[src/rtl/upcount_pkg.sv]
// Shared constants and FSM state encoding for the upcounter control stage.
package upcount_pkg;

  localparam int unsigned DefaultWidth = 4;
  localparam int unsigned DefaultPreW  = 24;

  // 2'b11 is deliberately unused and recovers to ST_IDLE.
  typedef enum logic [1:0] {
    ST_IDLE = 2'b00,
    ST_RUN  = 2'b01,
    ST_HOLD = 2'b10
  } state_e;

endpackage

[src/rtl/upcount_ctrl_if.sv]
// Control/data bundle between the upcounter control stage and its surroundings.
// The slave side is the control stage itself; the master side drives its requests.
interface upcount_ctrl_if #(
  parameter int unsigned WIDTH = upcount_pkg::DefaultWidth,
  parameter int unsigned PRE_W = upcount_pkg::DefaultPreW
);

  logic             start;
  logic             stop;
  logic             clear;
  logic             load;
  logic [WIDTH-1:0] load_val;
  logic [WIDTH-1:0] modulus;
  logic [PRE_W-1:0] prescale;
  logic [WIDTH-1:0] inc_d;
  logic [WIDTH-1:0] inc_q;
  logic [WIDTH-1:0] cnt_out;
  logic             wrap;
  logic             busy;
  logic [1:0]       state_o;

  modport master (
    output start, stop, clear, load, load_val, modulus, prescale, inc_d,
    input  inc_q, cnt_out, wrap, busy, state_o
  );

  modport slave (
    input  start, stop, clear, load, load_val, modulus, prescale, inc_d,
    output inc_q, cnt_out, wrap, busy, state_o
  );

endinterface

[src/rtl/tick_prescaler.sv]
// Prescaler: emits a tick every prescale+1 cycles while run is high.
module tick_prescaler #(
  parameter int unsigned PRE_W = upcount_pkg::DefaultPreW
) (
  input  logic             clk,
  input  logic             rst_n,
  input  logic             run,
  input  logic             sync_clr,
  input  logic [PRE_W-1:0] prescale,
  output logic             tick
);

  logic [PRE_W-1:0] pre_cnt_q, pre_cnt_d;

  // Exact-equality compare: if prescale drops below pre_cnt, the counter
  // runs on and wraps through zero before the next tick.
  assign tick = run && (pre_cnt_q == prescale);

  // Next prescaler value: held at zero outside RUN or on clear/load.
  always_comb begin
    pre_cnt_d = pre_cnt_q + 1'b1;
    if (sync_clr || !run || tick) begin
      pre_cnt_d = '0;
    end
  end

  // Prescaler register.
  always_ff @(posedge clk or negedge rst_n) begin
    if (!rst_n) begin
      pre_cnt_q <= '0;
    end else begin
      pre_cnt_q <= pre_cnt_d;
    end
  end

endmodule

[src/rtl/upcount_ctrl.sv]
// Control stage around the external incrementer: run/hold FSM, prescaled
// count capture, programmable modulus and registered wrap pulse.
module upcount_ctrl #(
  parameter int unsigned WIDTH = upcount_pkg::DefaultWidth,
  parameter int unsigned PRE_W = upcount_pkg::DefaultPreW
) (
  input  logic          clk,
  input  logic          rst_n,
  upcount_ctrl_if.slave bus
);
  import upcount_pkg::*;

  state_e           state_q, state_d;
  logic [WIDTH-1:0] count_q, count_d;
  logic             wrap_q, wrap_d;
  logic             tick;

  tick_prescaler #(
    .PRE_W (PRE_W)
  ) u_tick_prescaler (
    .clk      (clk),
    .rst_n    (rst_n),
    .run      (state_q == ST_RUN),
    .sync_clr (bus.clear || bus.load),
    .prescale (bus.prescale),
    .tick     (tick)
  );

  // FSM next state: clear beats everything; stop beats start only in RUN.
  always_comb begin
    state_d = state_q;
    case (state_q)
      ST_IDLE: if (bus.start) state_d = ST_RUN;
      ST_RUN:  if (bus.stop)  state_d = ST_HOLD;
      ST_HOLD: if (bus.start) state_d = ST_RUN;
      default: state_d = ST_IDLE;
    endcase
    if (bus.clear) begin
      state_d = ST_IDLE;
    end
  end

  // Count/wrap next state. Wrap is taken from the modulus compare, never from
  // incrementer overflow, so a count above modulus also wraps.
  always_comb begin
    count_d = count_q;
    wrap_d  = 1'b0;
    if (bus.clear) begin
      count_d = '0;
    end else if (bus.load) begin
      count_d = bus.load_val;
    end else if (tick) begin
      if (count_q >= bus.modulus) begin
        count_d = '0;
        wrap_d  = 1'b1;
      end else begin
        count_d = bus.inc_d;
      end
    end
  end

  // State registers.
  always_ff @(posedge clk or negedge rst_n) begin
    if (!rst_n) begin
      state_q <= ST_IDLE;
      count_q <= '0;
      wrap_q  <= 1'b0;
    end else begin
      state_q <= state_d;
      count_q <= count_d;
      wrap_q  <= wrap_d;
    end
  end

  assign bus.inc_q   = count_q;
  assign bus.cnt_out = count_q;
  assign bus.wrap    = wrap_q;
  assign bus.busy    = (state_q == ST_RUN);
  assign bus.state_o = state_q;

endmodule

[src/flat_wrapper.sv]
// flat-port wrapper written by rule: the top's interface ports become plain ports
module upcount_ctrl_flat import upcount_pkg::*;
#(
  parameter int unsigned WIDTH = upcount_pkg::DefaultWidth,
  parameter int unsigned PRE_W = upcount_pkg::DefaultPreW
)
  (clk, rst_n, bus_start, bus_stop, bus_clear, bus_load, bus_load_val, bus_modulus, bus_prescale, bus_inc_d, bus_inc_q, bus_cnt_out, bus_wrap, bus_busy, bus_state_o);
  upcount_ctrl_if #(.WIDTH(WIDTH), .PRE_W(PRE_W)) bus_i ();
  input  logic clk;
  input  logic rst_n;
  input wire logic [$bits(bus_i.start)-1:0] bus_start;
  input wire logic [$bits(bus_i.stop)-1:0] bus_stop;
  input wire logic [$bits(bus_i.clear)-1:0] bus_clear;
  input wire logic [$bits(bus_i.load)-1:0] bus_load;
  input wire logic [$bits(bus_i.load_val)-1:0] bus_load_val;
  input wire logic [$bits(bus_i.modulus)-1:0] bus_modulus;
  input wire logic [$bits(bus_i.prescale)-1:0] bus_prescale;
  input wire logic [$bits(bus_i.inc_d)-1:0] bus_inc_d;
  output wire logic [$bits(bus_i.inc_q)-1:0] bus_inc_q;
  output wire logic [$bits(bus_i.cnt_out)-1:0] bus_cnt_out;
  output wire logic [$bits(bus_i.wrap)-1:0] bus_wrap;
  output wire logic [$bits(bus_i.busy)-1:0] bus_busy;
  output wire logic [$bits(bus_i.state_o)-1:0] bus_state_o;
  assign bus_i.start = bus_start;
  assign bus_i.stop = bus_stop;
  assign bus_i.clear = bus_clear;
  assign bus_i.load = bus_load;
  assign bus_i.load_val = bus_load_val;
  assign bus_i.modulus = bus_modulus;
  assign bus_i.prescale = bus_prescale;
  assign bus_i.inc_d = bus_inc_d;
  assign bus_inc_q = bus_i.inc_q;
  assign bus_cnt_out = bus_i.cnt_out;
  assign bus_wrap = bus_i.wrap;
  assign bus_busy = bus_i.busy;
  assign bus_state_o = bus_i.state_o;
  upcount_ctrl #(.WIDTH(WIDTH), .PRE_W(PRE_W)) u_core (.clk(clk), .rst_n(rst_n), .bus(bus_i));
endmodule
[config.mk]
export PLATFORM = sky130hd
export DESIGN_NAME = upcount_ctrl_flat
export DESIGN_NICKNAME = d
export VERILOG_FILES = /design/src/rtl/upcount_pkg.sv /design/src/rtl/upcount_ctrl_if.sv /design/src/rtl/tick_prescaler.sv /design/src/rtl/upcount_ctrl.sv /design/src/flat_wrapper.sv
export SDC_FILE = /design/constraint.sdc
export NUM_CORES = 1
export LEC_CHECK = 0
export BUFFER_PORTS_ARGS = -buffer_cell sky130_fd_sc_hd__buf_2
export CAP_MARGIN = 15
export CORE_MARGIN = 4
export CORE_UTILIZATION = 35
export DETAILED_ROUTE_END_ITERATION = 10
export GPL_ROUTABILITY_DRIVEN = 0
export GPL_TIMING_DRIVEN = 0
export MAX_ROUTING_LAYER = met4
export PLACE_DENSITY_LB_ADDON = 0.15
export REMOVE_ABC_BUFFERS = 1
export SYNTH_ARGS = -nofsm -noshare
export SYNTH_HDL_FRONTEND = slang
export SYNTH_SLANG_ARGS = --single-unit
[constraint.sdc]
create_clock -name clk -period 2.9 [get_ports clk]
set_clock_uncertainty 0.2 [all_clocks]
set_input_delay 0.145 -clock clk [delete_from_list [all_inputs] [get_ports clk]]
set_output_delay 0.145 -clock clk [all_outputs]
set_load 0.05 [all_outputs]
==> results of run 1 <==
metrics by stage:
stage / worst slack (ps) / util, % / total power, mW
floorplan: 254 / - / 0.550
global placement: 245 / 42.2 / 0.618
detailed placement: 226 / 42.2 / 0.619
CTS: 217 / 45.1 / 1.01
global route: 67.7 / 45.1 / 1.04
finish: 224 / 45.1 / 0.993
area by class of cell:
cell class	instances	share of cell area (%)
flip-flops and latches	31	32.9
clock buffers	8	4.24
multi-input cells	156	44.7
repair buffers	58	13.4
inverters	7	1.11
well taps	70	3.71
per-layer routing:
metal  GRT usage [%]  wire length (µm)
met2            24.0              2130
met1            19.9              2080
met5               -                 0
met4            3.99                57
met3            3.58               214
power groups by stage:
stage          logic, mW  clock network, mW  registers (mW)
2_1_floorplan     0.0553                  0           0.495
4_1_cts            0.170              0.392           0.447
3_5_place_dp       0.164                  0           0.455
6_report           0.167              0.379           0.447
5_1_grt            0.185              0.409           0.448
3_3_place_gp       0.163                  0           0.455
Yosys cell counts:
cell / instances
nor2_1: 35
dfrtp_1: 31
xnor2_1: 29
xor2_1: 17
nand2_1: 9
nor3_1: 9
nand3_1: 8
inv_1: 7
nand4_1: 6
ha_1: 5
buf_4: 4
buf_6: 4
nor4_1: 4
a22oi_1: 3
and2_1: 3
and4_1: 3
o211ai_1: 3
o31ai_1: 3
a21oi_1: 2
mux2i_1: 2
nor3b_1: 2
a2111o_1: 1
a211oi_1: 1
and2b_4: 1
and3_1: 1
and4_2: 1
buf_2: 1
nand2b_1: 1
nand3b_1: 1
nand4_2: 1
o211ai_4: 1
o21a_1: 1
o21ai_0: 1
o21bai_1: 1
or4_1: 1
worst paths after layout:
path	startpoint	end	slack, ps
max	u_core.u_tick_prescaler.pre_cnt_q[3]	u_core.u_tick_prescaler.pre_cnt_q[3]	220
min	bus_inc_d[3]	u_core.bus.cnt_out[3]	9
max reg2reg	u_core.u_tick_prescaler.pre_cnt_q[3]	u_core.u_tick_prescaler.pre_cnt_q[3]	220
min reg2reg	u_core.u_tick_prescaler.pre_cnt_q[0]	u_core.u_tick_prescaler.pre_cnt_q[0]	330
max in group asynchronous	rst_n	u_core.u_tick_prescaler.pre_cnt_q[4]	1790
min in group asynchronous	rst_n	u_core.bus.cnt_out[0]	250
cells by family (layout without fill, tap and decap cells):
family,after synthesis,count (layout),share of synthesized area [%]
AOI/OAI and AO/OA,17,17,7.10
buffers and inverters,16,73,5.49
and+or+nand+nor,86,86,22.3
muxes,2,2,1.03
DFF,31,31,40.0
xor gates and xnor gates,46,46,20.8
adders and majority gates,5,5,3.23
registers in the layout (all words and copies together), names as in the netlist:
register                           flops
u_core.bus.state_o                     2
u_core.bus.cnt_out                     4
u_core.u_tick_prescaler.pre_cnt_q     24
u_core.bus.wrap                        1
worst reg2reg max path: cells and delay by family, from the launching register on:
| kind | cells | cell delay, ps |
|---|---|---|
| xor gates and xnor gates | 1 | 290 |
| and+or+nand+nor | 3 | 980 |
| DFF | 1 | 430 |
| AOI/OAI and AO/OA | 1 | 640 |
repair_timing:
action | in CTS | in global routing
endpoints found under the setup margin | 0 | 0
hold endpoints to repair | 36 | 0
hold buffers | 5 | 0
==> summary.txt, run 1 <==
Layout
  • Most frequent cells in the layout: buf_2 (53), nor2_1 (35), dfrtp_1 (31), xnor2_1 (29), xor2_1 (17)
  • Commonest non-fill, non-tap cell in the layout: buf_2
  • Nets: 306
  • Post-route cell area: 2360 µm²
  • Area of the multi-input gates: 1060 µm²
  • Inserted Diodes: 0
  • FF/Latch Area: 776 µm²
  • Area Growth Syn to Fin: 21.8%
  • Fraction of layout cells with a size suffix above 1: 24.6%
  • Final std cells w/o fill: 330
  • Fillers: 551

Timing
  • RSZ-0062 raised after global routing: false
  • WHS: 9.47 ps
  • Fmax: 374 MHz
  • Fin. max-slew vios: 0
  • Final Cycle Share: 92.3%
  • Total Neg Setup Slack: 0 ps
  • Slew @ Worst Pin: 711 ps
  • Slew HR: 52.6%
  • Final Hold Fails: 0
  • Final Critical Period: 2680 ps
  • Setup violators final: 0

Critical path
  • Register-to-Register Path Depth: 5
  • Worst Setup Start Kind: register
  • Crit-path max FO: 23
  • Crit-path cells: xnor2_1 > nand4_1 > or4_1 > o211ai_4 > nor2_1
  • Critical Path AT: 2620 ps
  • Critical-path top delay cell: or4_1
  • Crit path buf inv count: 0
  • Worst Path Required: 2840 ps
  • Crit. End Element: register
  • CP Depth: 5
  • CP Class: reg2reg
  • Max stage delay on crit path: 710 ps
  • Top Family by Delay on Critical Path: simple AND/OR/NAND/NOR gates

Flow run
  • Max Cap Viol: 0

Placement
  • Port bufs: 53
  • Dpl cell area: 2210 µm²
  • HPWL Detailed: 3410 µm
  • Placed insts: 317

Detailed routing
  • Drt initial violations: 31
  • WL per Instance: 13.6 µm
  • Vias per cell: 4.79
  • Drt drc: 0
  • Via Count: 1,582
  • Post-route ant nets: 0
  • Drt pass-1 iters: 4
  • Post-Route WL: 4480 µm

Global routing
  • Largest net degree at the start of global routing: 32
  • First-pass GRT wire length: 7680 µm
  • Initial antenna violation count: 0
  • Vias in the first global route: 1,591
  • Gr ovfl total: 0
  • GRT Util Overall: 15.3%

Clocking
  • Clock transition at path regs: 70 ps
  • CTS Buf Count: 5
  • Root buffer cell: clkbuf_8
  • Setup Buffers After CTS: 0
  • Worst-Skew Late Latency: 290 ps
  • Clock Path Buffers: 2
  • Resized Gates After CTS: 0
  • # H-tree levels: 2
  • CTS tree: yes
  • CTS Sinks: 31

Pwr
  • Clock network power share: 38.2%
  • Logic pwr share: 16.9%
  • Peak VDD IR: 261 µV
  • PD cells: 421 nW/µm²
  • Int Power: 0.719 mW
  • Switching power: 0.275 mW
  • Leak: 1.05 nW
  • Switching Fraction: 27.7%
  • Seq pwr share: 45.0%

Yosys
  • Synth top area cells: dfrtp_1 (40%), xnor2_1 (13%), xor2_1 (7.7%), nor2_1 (6.8%), ha_1 (3.2%)
  • Yosys top cell by area: dfrtp_1
  • Post-Syn Area: 1940 µm²
  • Synth top area share: 40.0%
  • Mapped Cells: 203
  • Avg Cell Area, Syn: 9.55 µm²
  • Register area share after synthesis: 40.0%
  • Synthesis warning total: 0
  • Post-synth cell types: 35
  • Synth Register Bits: 31

Hold path
  • Hold Crit Class: in2reg
  • Hold path cells: 3

Floorplan
  • DIE AREA: 6790 µm²
  • DIE WIDTH: 82.4 µm
  • IO Pins: 54
  • Die height: 82.4 µm
  • Core area: 5240 µm²
  • Starting Density: 37.0%
  • Cell Rows: 26

Status
  • Status: finished clean
Note: power is estimated with default switching activity, not from simulation.
==> run 2, diff against run 1 <==
- PLACE_DENSITY: default -> 0.58
- PLACE_DENSITY_LB_ADDON: 0.15 -> default
==> run 2 against run 1 <==
  * Worst hold slack worse by 5.0 ps
  * Maximum frequency about the same
  * Sequential share of layout area shrank 0.24 points
  * Flip-flop and latch count stayed put
  * Wire length fell by 1.3%
  * Critical endpoint is now u_core.u_tick_prescaler.pre_cnt_q[4]
  * Largest cell class unchanged
  * Highest routed layer unchanged
==> summary.txt, run 2 (synthesis gave the netlist of run 1 again) <==
Timing
  • Final Hold Fails: 0 (unchanged)
  • Slew @ Worst Pin: 712 ps (+0.849 ps)
  • RSZ-0062 raised after global routing: false
  • Total Neg Setup Slack: 0 ps (unchanged)
  • WHS: 4.47 ps (-5.00 ps)
  • Fmax: 373 MHz (about the same)
  • Final Cycle Share: 92.3% (about the same)
  • Fin. max-slew vios: 0 (unchanged)
  • Setup violators final: 0 (unchanged)
  • Slew HR: 52.6% (-0.057 points)
  • Final Critical Period: 2680 ps (+1.39 ps)

Clocking
  • # H-tree levels: 2 (unchanged)
  • CTS tree: yes
  • Clock Path Buffers: 2 (unchanged)
  • Worst-Skew Late Latency: 290 ps (about the same)
  • Hold_buf cts: 5 (unchanged)
  • Clock transition at path regs: 70 ps (about the same)
  • Root buffer cell: clkbuf_8
  • CTS Sinks: 31 (unchanged)
  • Setup Buffers After CTS: 0 (unchanged)
  • Resized Gates After CTS: 0 (unchanged)
  • CTS Buf Count: 5 (unchanged)

Flow run
  • Max Cap Viol: 0 (unchanged)

Global routing
  • GR peak layer: met2
  • GRT Util Overall: 14.7% (-0.60 points)
  • Gr ovfl total: 0 (unchanged)
  • Vias in the first global route: 1,532 (-3.7%)
  • GRT met2 Usage: 22.1% (-1.9 points)
  • Initial antenna violation count: 0 (unchanged)
  • First-pass GRT wire length: 7170 µm (-6.6%)
  • M1 GR Usage: 19.4% (-0.48 points)
  • Largest net degree at the start of global routing: 32 (unchanged)
  • GR Util met3: 2.93% (-0.65 points)

Layout
  • Inserted Diodes: 0 (unchanged)
  • Max reg flops: 24 (unchanged)
  • Fraction of layout cells with a size suffix above 1: 25.0% (+0.38 points)
  • Commonest non-fill, non-tap cell in the layout: buf_2
  • Nets: 306 (unchanged)
  • Most frequent cells in the layout: buf_2 (53), nor2_1 (35), dfrtp_1 (31), xnor2_1 (29), xor2_1 (17)
  • Top reg by flops: u_core.u_tick_prescaler.pre_cnt_q
  • Area Growth Syn to Fin: 22.7%

Critical path
  • Worst Path Required: 2850 ps (about the same)
  • Crit. End Element: register
  • Crit-path cells: xnor2_1 > nand4_1 > or4_1 > o211ai_4 > nor2_1
  • Top Family by Delay on Critical Path: simple AND/OR/NAND/NOR gates
  • Critical-path top delay cell: or4_1
  • CP Class: reg2reg
  • Critical Path AT: 2630 ps (about the same)
  • Crit path buf inv count: 0 (unchanged)
  • Crit-path max FO: 23 (unchanged)
  • Worst Setup Start Kind: register
  • Max stage delay on crit path: 720 ps (about the same)

Floorplan
  • DIE WIDTH: 82.4 µm (unchanged)
  • DIE AREA: 6790 µm² (unchanged)
  • Core area: 5240 µm² (unchanged)
  • Die height: 82.4 µm (unchanged)
  • IO Pins: 54 (unchanged)
  • Starting Density: 37.0% (unchanged)
  • Cell Rows: 26 (unchanged)

Detailed routing
  • Via Count: 1,579 (-0.19%)
  • Post-Route WL: 4420 µm (-1.3%)
  • Vias per cell: 4.78 (-0.19%)
  • Drt pass-1 iters: 4 (unchanged)
  • Drt drc: 0 (unchanged)
  • WL per Instance: 13.4 µm (-1.3%)
  • Post-route ant nets: 0 (unchanged)
  • Drt initial violations: 65 (+110%)

Pwr
  • Peak VDD IR: 260 µV (-0.27%)
  • PD cells: 447 nW/µm² (+6.3%)
  • Leak: 1.06 nW (+0.93%)

Placement
  • Port bufs: 53 (unchanged)
  • HPWL Detailed: 3340 µm (-2.0%)

Hold path
  • Hold Crit Class: in2reg

Status
  • Status: finished clean
[run 2: path summary, 6_finish.rpt]
path,cells past startpoint,startpoint,endpoint,slack [ps]
max,5,u_core.u_tick_prescaler.pre_cnt_q[17],u_core.u_tick_prescaler.pre_cnt_q[4],220
min,3,bus_inc_d[2],u_core.bus.cnt_out[2],4
max reg2reg,5,u_core.u_tick_prescaler.pre_cnt_q[17],u_core.u_tick_prescaler.pre_cnt_q[4],220
min reg2reg,1,u_core.u_tick_prescaler.pre_cnt_q[0],u_core.u_tick_prescaler.pre_cnt_q[0],330
max in group asynchronous,2,rst_n,u_core.u_tick_prescaler.pre_cnt_q[21],1800
min in group asynchronous,2,rst_n,u_core.u_tick_prescaler.pre_cnt_q[8],230
[run 2: worst register-to-register path, stage by stage, from the launching register on]
cell and delay [ps]:
dfrtp_1 410, xnor2_1 270, nand4_1 170, or4_1 720, o211ai_4 630, nor2_1 120
[run 2: layout make-up]
cell class | instances | area, µm²
Tap cell | 70 | 87.6
Clock buffer | 6 | 82.6
Inverter | 7 | 26.3
Clock inverter | 2 | 35.0
Timing Repair Buffer | 58 | 315
Sequential cell | 31 | 776
Fill cell | 529 | 2860
Multi-Input combinational cell | 156 | 1060
[run 2: power breakdown]
| group | switching, mW | internal (mW) | leakage, nW |
|---|---|---|---|
| clock | 0.172 | 0.278 | 0.0612 |
| sequential | 0.00698 | 0.439 | 0.428 |
| combinational | 0.104 | 0.0628 | 0.565 |
[run 2: metrics by stage]
| step | utilization (%) | instances | instance area, µm² | power, mW | setup WS, ps |
|---|---|---|---|---|---|
| 6_report | 45.4 | 330 | 2380 | 1.06 | 222 |
| 5_1_grt | 45.4 | 330 | 2380 | 1.11 | 82.2 |
| 2_1_floorplan | - | 194 | 1860 | 0.550 | 254 |
| 3_5_place_dp | 42.2 | 317 | 2210 | 0.618 | 262 |
| 3_3_place_gp | 42.2 | 317 | 2210 | 0.617 | 276 |
| 4_1_cts | 45.4 | 330 | 2380 | 1.07 | 265 |
[run 2: per-layer routing]
metal / vias to the layer above / part of all wire, %
met5: - / 0
met4: 0 / 1.6
met1: 745 / 50
met2: 21 / 45
met3: 8 / 3.3
li1: 805 / -
==> run 3, diff against run 2 <==
==> constraint.sdc (replaced) <==
create_clock -name clk -period 3.35 [get_ports clk]
set_clock_uncertainty 0.2 [all_clocks]
set_input_delay 0.67 -clock clk [delete_from_list [all_inputs] [get_ports clk]]
set_output_delay 0.67 -clock clk [all_outputs]
set_load 0.05 [all_outputs]
==> run 3 against run 2 <==
  * Wire length decreased by 0.99%
  * First-iteration DRC count increased by 23%
  * Total power decreased by 14%
  * Count of clock-buffer cells in the layout unchanged
  * Cell count decreased by 1.5%
  * Clock power decreased by 14%
  * Sequential power decreased by 13%
  * Setup slack improved by 420 ps
  * Flip-flop and latch count unchanged
  * Highest routed layer unchanged
==> summary.txt, run 3 (synthesis gave the netlist of run 1 again) <==
Layout
  • Fraction of layout cells with a size suffix above 1: 25.5% (+0.49 points)
  • Nets: 301 (-1.6%)
  • Area Growth Syn to Fin: 20.1%
  • Max reg flops: 24 (unchanged)
  • Top reg by flops: u_core.u_tick_prescaler.pre_cnt_q
  • Fillers: 537 (+1.5%)
  • Most frequent cells in the layout: buf_2 (53), nor2_1 (35), dfrtp_1 (31), xnor2_1 (29), xor2_1 (17)
  • Commonest non-fill, non-tap cell in the layout: buf_2
  • Inserted Diodes: 0 (unchanged)
  • Post-layout util: 44.5% (-0.96 points)

Timing
  • Fmax: 369 MHz
  • Slew HR: 52.3% (-0.27 points)
  • Final worst setup slack: 641 ps (+418 ps)
  • Setup violators final: 0 (unchanged)
  • Final Critical Period: 2710 ps
  • Total Neg Setup Slack: 0 ps (unchanged)
  • Final Hold Fails: 0 (unchanged)
  • Fin. max-slew vios: 0 (unchanged)
  • Final Cycle Share: 80.9%
  • Slew @ Worst Pin: 716 ps (+4.00 ps)
  • RSZ-0062 raised after global routing: false

Critical path
  • Crit-path cells: buf_2 > xnor2_1 > nand4_1 > or4_1 > o211ai_4 > nor2_1
  • CP Depth: 6 (+1)
  • Crit. End Element: register
  • RR Startpoint: u_core.u_tick_prescaler.pre_cnt_q[17]
  • Critical Path AT: 2660 ps (+30 ps)
  • Worst Path Required: 3300 ps (+450 ps)
  • Max stage delay on crit path: 720 ps (about the same)
  • Crit-path max FO: 23 (unchanged)
  • Crit path to: u_core.u_tick_prescaler.pre_cnt_q[4]
  • Top Family by Delay on Critical Path: simple AND/OR/NAND/NOR gates
  • Crit path buf inv count: 1 (+1)
  • FF-to-FF setup slack: 680 ps (+460 ps)
  • Register-to-Register Path Depth: 5 (unchanged)
  • Crit. Startpoint: bus_prescale[17]
  • FF-to-FF End: u_core.u_tick_prescaler.pre_cnt_q[4]
  • CP Class: in2reg
  • Critical-path top delay cell: or4_1
  • Worst Setup Start Kind: input port

Clocking
  • Worst-Skew Late Latency: 300 ps (about the same)
  • CTS Sinks: 31 (unchanged)
  • Resized Gates After CTS: 0 (unchanged)
  • Root buffer cell: clkbuf_8
  • Setup Buffers After CTS: 0 (unchanged)
  • CTS tree: yes
  • Hold_buf cts: 0 (-5)
  • # H-tree levels: 2 (unchanged)
  • Clock Path Buffers: 2 (unchanged)
  • CTS Buf Count: 5 (unchanged)
  • Clock transition at path regs: 70 ps (about the same)

Detailed routing
  • WL per Instance: 13.5 µm (+0.53%)
  • Drt drc: 0 (unchanged)
  • Post-route ant nets: 0 (unchanged)
  • Post-Route WL: 4380 µm (-0.99%)
  • Via Count: 1,569 (-0.63%)
  • Vias per cell: 4.83 (+0.90%)
  • Drt initial violations: 80 (+23%)
  • Drt pass-1 iters: 4 (unchanged)

Global routing
  • Largest net degree at the start of global routing: 32 (unchanged)
  • GRT Util Overall: 14.5% (-0.24 points)
  • First-pass GRT wire length: 7040 µm (-1.8%)
  • Initial antenna violation count: 0 (unchanged)
  • Vias in the first global route: 1,498 (-2.2%)
  • Gr ovfl total: 0 (unchanged)

Floorplan
  • IO Pins: 54 (unchanged)
  • DIE WIDTH: 82.4 µm (unchanged)
  • DIE AREA: 6790 µm² (unchanged)
  • Die height: 82.4 µm (unchanged)
  • Core area: 5240 µm² (unchanged)
  • Starting Density: 37.0% (unchanged)
  • Cell Rows: 26 (unchanged)

Pwr
  • Leak: 1.03 nW (-2.2%)
  • PD cells: 393 nW/µm² (-12%)
  • Peak VDD IR: 223 µV (-14%)

Status
  • Status: finished clean

Placement
  • HPWL Detailed: 3340 µm (unchanged)
  • Port bufs: 53 (unchanged)
  • Pre-CTS setup slack: 357 ps (+94.6 ps)

Hold path
  • Hold Crit Class: in2async

Flow run
  • Max Cap Viol: 0 (unchanged)
## run 3: area by class of cell
type	count	area [µm²]	share of cell area [%]
Multi-Input combinational cell	156	1060	45.4
Sequential cell	31	776	33.3
Timing Repair Buffer	53	265	11.4
Tap cell	70	87.6	3.76
Clock buffer	6	82.6	3.55
Clock inverter	2	35.0	1.50
Inverter	7	26.3	1.13
## run 3: how the worst min path moves through the flow
stage | start | slack [ps] | to | cells past startpoint
finish | rst_n | 220 | u_core.u_tick_prescaler.pre_cnt_q[8] | 1
detailed placement | u_core.u_tick_prescaler.pre_cnt_q[0] | 320 | u_core.u_tick_prescaler.pre_cnt_q[0] | 1
global placement | u_core.u_tick_prescaler.pre_cnt_q[0] | 310 | u_core.u_tick_prescaler.pre_cnt_q[0] | 1
global route | rst_n | 290 | u_core.u_tick_prescaler.pre_cnt_q[4] | 1
floorplan | rst_n | 170 | u_core.bus.cnt_out[0] | 0
CTS | rst_n | 260 | u_core.u_tick_prescaler.pre_cnt_q[4] | 1
## run 3: layer usage
layer | vias up | GRT usage [%] | routed length (µm)
met5 | - | - | 0
met4 | 0 | 5.98 | 72
met3 | 8 | 2.93 | 146
met2 | 21 | 21.6 | 1980
met1 | 744 | 19.2 | 2180
li1 | 796 | - | -
## run 3: per-stage QoR
step	instances	hold slack (ps)	power, mW	cell area [µm²]
3_5_place_dp	317	320	0.535	2210
4_1_cts	325	256	0.923	2330
2_1_floorplan	194	174	0.476	1860
3_3_place_gp	317	314	0.534	2210
5_1_grt	325	288	0.952	2330
6_report	325	221	0.915	2330
## run 3: where the power goes
part / internal (mW) / switching [mW]
logic: 0.0502 / 0.0894
clock network: 0.241 / 0.149
registers: 0.380 / 0.00605
total: 0.671 / 0.244
